### config.mk
export PLATFORM = sky130hd
export DESIGN_NAME = clip_recorder_ctrl
export DESIGN_NICKNAME = d
export VERILOG_FILES = /design/src/rtl/clip_recorder_ctrl.sv
export SDC_FILE = /design/constraint.sdc
export NUM_CORES = 1
export LEC_CHECK = 0
export CAP_MARGIN = 20
export CORE_AREA = 2 2 114 116
export DETAILED_ROUTE_END_ITERATION = 12
export DIE_AREA = 0 0 116 118
export GPL_ROUTABILITY_DRIVEN = 0
export GPL_TIMING_DRIVEN = 1
export PLACE_DENSITY = 0.81
export SKIP_CTS_REPAIR_TIMING = 1
export SLEW_MARGIN = 15
export SYNTH_ARGS = -nofsm -noshare
export SYNTH_HDL_FRONTEND = slang
export SYNTH_SLANG_ARGS = --single-unit
export TNS_END_PERCENT = 20
### constraint.sdc
create_clock -name clock -period 3.75 [get_ports clock]
set_input_delay 0.75 -clock clock [delete_from_list [all_inputs] [get_ports clock]]
set_output_delay 0.75 -clock clock [all_outputs]
set_load 0.005 [all_outputs]
### src/rtl/clip_recorder_ctrl.sv
// Record/playback controller for NUM_CLIPS audio clips sharing one single-port
// memory. Runs on the system clock and derives its own sample-rate tick.
module clip_recorder_ctrl #(
    parameter  int SAMPLE_W  = 16,
    parameter  int ADDR_W    = 17,
    parameter  int NUM_CLIPS = 2,
    parameter  int CLK_DIV   = 2500,
    localparam int CLIP_W    = $clog2(NUM_CLIPS)
) (
    input  logic                     clock,
    input  logic                     reset,
    input  logic                     record,
    input  logic                     play,
    input  logic                     stop,
    input  logic [CLIP_W-1:0]        clip_sel,
    input  logic                     loop,
    input  logic [SAMPLE_W-1:0]      sample_in,
    output logic [SAMPLE_W-1:0]      sample_out,
    output logic                     sample_valid,
    output logic                     mem_en,
    output logic                     mem_we,
    output logic [CLIP_W+ADDR_W-1:0] mem_addr,
    output logic [SAMPLE_W-1:0]      mem_din,
    input  logic [SAMPLE_W-1:0]      mem_dout,
    output logic [1:0]               state,
    output logic                     busy,
    output logic [CLIP_W-1:0]        cur_clip,
    output logic [ADDR_W:0]          sel_len
);

    localparam int                CNT_W   = $clog2(CLK_DIV);
    localparam logic [CNT_W-1:0]  CNT_MAX = CNT_W'(CLK_DIV - 1);
    localparam logic [ADDR_W:0]   DEPTH   = {1'b1, {ADDR_W{1'b0}}};
    localparam logic [CLIP_W:0]   NCLIPS  = (CLIP_W + 1)'(NUM_CLIPS);

    typedef enum logic [1:0] {
        S_IDLE = 2'd0,
        S_REC  = 2'd1,
        S_PLAY = 2'd2
    } state_t;

    state_t              st_q, st_d;
    logic [CNT_W-1:0]    cnt;
    logic                tick;
    logic [ADDR_W-1:0]   offset, offset_d;
    logic [CLIP_W-1:0]   cur_clip_d;
    logic [ADDR_W:0]     len [NUM_CLIPS];
    logic                len_we;
    logic [CLIP_W-1:0]   len_idx;
    logic [ADDR_W:0]     len_d;
    logic [ADDR_W:0]     cur_len;
    logic                sel_ok;
    logic                rd_issue, rd_pend;

    assign tick    = (cnt == CNT_MAX);
    // clip_sel values beyond NUM_CLIPS (non power-of-two counts) are treated
    // as empty clips and cannot be recorded to.
    assign sel_ok  = ({1'b0, clip_sel} < NCLIPS);
    assign sel_len = sel_ok ? len[clip_sel] : '0;
    assign cur_len = len[cur_clip];
    assign state   = st_q;
    assign busy    = (st_q != S_IDLE);

    // Free-running sample-rate divider, independent of FSM state.
    always_ff @(posedge clock or negedge reset) begin
        if (!reset)            cnt <= '0;
        else if (tick)         cnt <= '0;
        else                   cnt <= cnt + 1'b1;
    end

    // State register.
    always_ff @(posedge clock or negedge reset) begin
        if (!reset) st_q <= S_IDLE;
        else        st_q <= st_d;
    end

    // Next-state, datapath updates and combinational memory port.
    always_comb begin
        st_d       = st_q;
        offset_d   = offset;
        cur_clip_d = cur_clip;
        len_we     = 1'b0;
        len_idx    = cur_clip;
        len_d      = '0;
        rd_issue   = 1'b0;
        mem_en     = 1'b0;
        mem_we     = 1'b0;
        mem_addr   = '0;
        mem_din    = '0;
        case (st_q)
            S_IDLE: begin
                if (record && sel_ok) begin
                    cur_clip_d = clip_sel;
                    offset_d   = '0;
                    len_we     = 1'b1;
                    len_idx    = clip_sel;
                    len_d      = '0;
                    st_d       = S_REC;
                end else if (play && sel_len != '0) begin
                    cur_clip_d = clip_sel;
                    offset_d   = '0;
                    st_d       = S_PLAY;
                end
            end
            S_REC: begin
                if (tick) begin
                    mem_en   = 1'b1;
                    mem_we   = 1'b1;
                    mem_addr = {cur_clip, offset};
                    mem_din  = sample_in;
                    offset_d = offset + 1'b1;
                    // Clip full: stop rather than wrap into our own start.
                    if (offset == '1) begin
                        len_we = 1'b1;
                        len_d  = DEPTH;
                        st_d   = S_IDLE;
                    end else if (stop) begin
                        len_we = 1'b1;
                        len_d  = {1'b0, offset} + 1'b1;
                        st_d   = S_IDLE;
                    end
                end else if (stop) begin
                    len_we = 1'b1;
                    len_d  = {1'b0, offset};
                    st_d   = S_IDLE;
                end
            end
            S_PLAY: begin
                if (tick) begin
                    mem_en   = 1'b1;
                    mem_addr = {cur_clip, offset};
                    rd_issue = 1'b1;
                    if ({1'b0, offset} + 1'b1 == cur_len) begin
                        if (loop) offset_d = '0;
                        else      st_d     = S_IDLE;
                    end else begin
                        offset_d = offset + 1'b1;
                    end
                end
                if (stop) st_d = S_IDLE;
            end
            default: st_d = S_IDLE;
        endcase
    end

    // Offset, active clip and per-clip length registers.
    always_ff @(posedge clock or negedge reset) begin
        if (!reset) begin
            offset   <= '0;
            cur_clip <= '0;
            for (int i = 0; i < NUM_CLIPS; i++) len[i] <= '0;
        end else begin
            offset   <= offset_d;
            cur_clip <= cur_clip_d;
            if (len_we) len[len_idx] <= len_d;
        end
    end

    // Read return path: capture mem_dout the cycle after the read, pulse valid.
    always_ff @(posedge clock or negedge reset) begin
        if (!reset) begin
            rd_pend      <= 1'b0;
            sample_out   <= '0;
            sample_valid <= 1'b0;
        end else begin
            rd_pend      <= rd_issue;
            sample_valid <= rd_pend;
            if (rd_pend) sample_out <= mem_dout;
        end
    end

endmodule

==> results.sh, run 1 <==
export IMPL_status="finished clean"
export IMPL_syn_mean_instance_area_um2=10.1
export IMPL_ant_nets=0
export IMPL_grt_max_degree=87
export IMPL_initial_core_util_pct=45.3
export IMPL_hpwl_mm=10.9
export IMPL_cp_required_ns=3.97
export IMPL_num_vias=4860
export IMPL_first_pass_iters=5
export IMPL_synth_flop_cell="dfrtp_1"
export IMPL_htree_levels=3
export IMPL_tightestPinTransition_ns=0.763
export IMPL_grt_usage_pct=21.9
export IMPL_drt_iter0_markers=464
export IMPL_portBuffers=113
export IMPL_max_slew_margin_rel_pct=49.1
export IMPL_setup_viol=0
export IMPL_arrival_ns=3.74
export IMPL_critPathSlowestCell="or3_4"
export IMPL_end_kind="register"
export IMPL_post_drt_wl_per_cell_um=17.8
export IMPL_timing_final_crit_share_pct=93.8
export IMPL_synthCells=559
export IMPL_cap_violations=0
export IMPL_overflow=0
export IMPL_synth_warnings=0
export IMPL_hold_viol=0
export IMPL_setup_tns_ns=0
export IMPL_ios=114
export IMPL_die_area_mm2=0.0137
export IMPL_crit_top_cell="nor2_1"
export IMPL_num_fill_cells=1064
export IMPL_layout_drive_gt1_share_pct=18.9
export IMPL_clock_sinks=86
export IMPL_antenna_found_initial=0
export IMPL_vias_per_cell=5.81
export IMPL_grt_pass1_wl_mm=23.9
export IMPL_ys_seq_area_share_pct=38.3
export IMPL_async_reset_ff_share_pct=100
export IMPL_max_vdd_ir_drop_mv=0.266
export IMPL_ff_latch_area_mm2=0.00215
export IMPL_p_leak_nw=3.29
export IMPL_multi_input_area_mm2=0.00316
export IMPL_grt_pass1_vias=4666
export IMPL_slew_viol_final=0
export IMPL_wirelength_mm=14.9
export IMPL_start_kind="register"
export IMPL_drc=0
export IMPL_die_w_um=116
export IMPL_fin_skew_ns=0.00677
export IMPL_timing_fmax_ghz=0.284
export IMPL_finalCriticalPeriod_ns=3.52
export IMPL_finalNetCount=706
export IMPL_die_h_um=118
export IMPL_crit_chain="ha_2 > nand4_1 > nor2_1 > nand2_1 > nor2_1 > and3_1 > ha_1 > xnor2_1 > nor4_2 > o2111ai_1 > or3_4 > o21ai_4 > a21oi_2 > a221o_1"
export IMPL_synth_edf_count=0
export IMPL_power_density_mw_per_mm2=363
export IMPL_clk_root_buffer_cell="clkbuf_16"
export IMPL_ys_types=74
export IMPL_clk_pin_slew_ns=0.06
export IMPL_antenna_cells=0
export IMPL_area_delta_synth_final_pct=27.3
export IMPL_max_stage_delay_ns=0.38
export IMPL_cts_buffers=9
export IMPL_syn_area_mm2=0.00562
export IMPL_ys_ff_latch=86
export IMPL_final_area_mm2=0.00715
export IMPL_hold_class="input pin to asynchronous set/reset pin"
export IMPL_crit_fanout=14
export IMPL_cts_tree="done"
export IMPL_syn_nets=605
export IMPL_num_rows=41
export IMPL_clock_latency_ns=0.34
export IMPL_final_util_pct=57.6
export IMPL_rsz0062_at_grt="no"
export IMPL_worstSetupPathType="register to register"
export IMPL_coreArea_mm2=0.0124
export IMPL_place_area_mm2=0.00684
export IMPL_clockBufferDepth=2
-- per-stage QoR --
step                      cells  setup slack [ns]  hold slack, ns  total power, mW
after floorplan             559             0.314           0.352             1.57
after global placement      819             0.388           0.484             1.73
after detailed placement    819             0.242           0.495             1.75
after CTS                   835             0.203           0.505             2.61
after global routing        837            0.0152           0.514             2.71
final                       837             0.233           0.458             2.60
-- per-layer routing --
| layer | global-route usage, % | part of all wire (%) |
|---|---|---|
| met1 | 29.0 | 42 |
| met5 | 0 | 0 |
| met3 | 4.43 | 7.5 |
| met2 | 35.0 | 48 |
| met4 | 8.26 | 2.7 |
-- synth_stat cells, drive strengths merged, types with 2 or more instances --
| cell | count | share of area [%] |
|---|---|---|
| clkbuf | 25 | 2.0 |
| a21oi | 10 | 1.0 |
| a22o | 3 | 0.47 |
| or3 | 5 | 0.67 |
| nor4 | 10 | 1.5 |
| nor3 | 11 | 1.2 |
| o31ai | 3 | 0.40 |
| a2111o | 2 | 0.40 |
| nor2b | 10 | 1.1 |
| a221o | 13 | 2.3 |
| xor2 | 8 | 1.2 |
| buf | 18 | 2.6 |
| a22oi | 7 | 0.94 |
| nand4b | 2 | 0.31 |
| dfrtp | 86 | 38 |
| o22ai | 2 | 0.22 |
| a21boi | 7 | 0.94 |
| nand3 | 24 | 2.2 |
| and4 | 2 | 0.31 |
| and2 | 5 | 0.60 |
| a31oi | 4 | 0.45 |
| mux2i | 16 | 2.9 |
| a2111oi | 2 | 0.42 |
| o21a | 3 | 0.40 |
| mux2 | 69 | 14 |
| nor2 | 37 | 2.5 |
| and3 | 54 | 6.0 |
| xnor2 | 24 | 3.7 |
| nand2 | 28 | 1.9 |
| inv | 7 | 0.47 |
| nand4 | 7 | 0.78 |
| ha | 7 | 1.6 |
| o21ai | 18 | 1.8 |
| a21o | 8 | 1.1 |
| nand2b | 3 | 0.33 |
-- placed cells by master, fill, tap and decap left out, drive strengths merged, types with 2 or more instances in the layout --
master,instances
dfrtp,86
nor3,11
nor2b,10
nand4b,2
nand2b,3
nand2,28
a2111oi,2
and4,2
and2,5
a21oi,10
nand3,24
buf,23
clkinvlp,2
xnor2,24
o21a,3
nor4,10
ha,7
clkdlybuf4s50,112
xor2,8
mux2,69
o31ai,3
mux2i,16
nand4,7
a221o,13
a21boi,7
nor2,37
a31oi,4
a22oi,7
inv,7
or3,5
o22ai,2
a22o,3
o21ai,18
a2111o,2
clkbuf,14
and3,54
a21o,8
-- power breakdown --
group	internal (mW)	switching, mW
Clock	0.504	0.352
Sequential	0.950	0.0392
Combinational	0.301	0.454
-- worst paths after layout --
check | cells past startpoint | to | startpoint | slack, ns
min reg2reg | 1 | sample_out[1] | sample_out[1] | 0.50
min | 1 | len[17] | reset | 0.46
max in group asynchronous | 1 | sample_out[2] | reset | 2.77
min in group clock | 1 | sample_out[1] | sample_out[1] | 0.50
max reg2reg | 14 | offset[15] | offset[0] | 0.23
max | 14 | offset[15] | offset[0] | 0.23
-- sequential cells by signal (all words and copies together), names as in the netlist --
name,flops
cnt,12
cur_clip,1
len,36
offset,17
rd_pend,1
sample_out,16
sample_valid,1
state,2
-- final cells by class --
cell class	count	area share (%)
inverters	7	0.367
repair buffers	135	18.3
flip-flops and latches	86	30.1
well taps	172	3.01
clock inverters	2	0.210
multi-input cells	421	44.2
clock buffers	14	3.83
-- kinds of logic after synthesis --
family / share of synthesized area (%)
AO/OA/AOI/OAI: 12.4
XOR/XNOR: 4.99
flip-flops: 38.3
buffers and inverters: 5.48
multiplexers: 16.7
AND/OR/NAND/NOR: 20.6
adder cells (fa/ha/maj): 1.56
-- worst max-delay path, delay by kind of cell (launching register included) --
family,cells,cell delay [ns]
compound gates,4,0.93
xor+xnor,1,0.15
fa+ha+maj,2,0.54
flops,1,0.36
simple gates,7,1.41
No activity file was read; power rests on OpenSTA's default activity.
==> run 2, diff against run 1 <==
--- a/config.mk
+++ b/config.mk
@@ -5,7 +5,6 @@
 export SDC_FILE = /design/constraint.sdc
 export NUM_CORES = 1
 export LEC_CHECK = 0
-export CAP_MARGIN = 20
 export CORE_AREA = 2 2 114 116
 export DETAILED_ROUTE_END_ITERATION = 12
 export DIE_AREA = 0 0 116 118
@@ -17,4 +16,4 @@
 export SYNTH_ARGS = -nofsm -noshare
 export SYNTH_HDL_FRONTEND = slang
 export SYNTH_SLANG_ARGS = --single-unit
-export TNS_END_PERCENT = 20
+export TNS_END_PERCENT = 30
==> results of run 2 <==
No change in the layout: final DEF, timing and power equal those of run 1.
==> run 3, diff against run 2 <==
--- a/config.mk
+++ b/config.mk
@@ -6,6 +6,7 @@
 export NUM_CORES = 1
 export LEC_CHECK = 0
 export CORE_AREA = 2 2 114 116
+export CTS_CLUSTER_SIZE = 20
 export DETAILED_ROUTE_END_ITERATION = 12
 export DIE_AREA = 0 0 116 118
 export GPL_ROUTABILITY_DRIVEN = 0
==> results of run 3 <==
No change in the layout: final DEF, timing and power equal those of run 1.
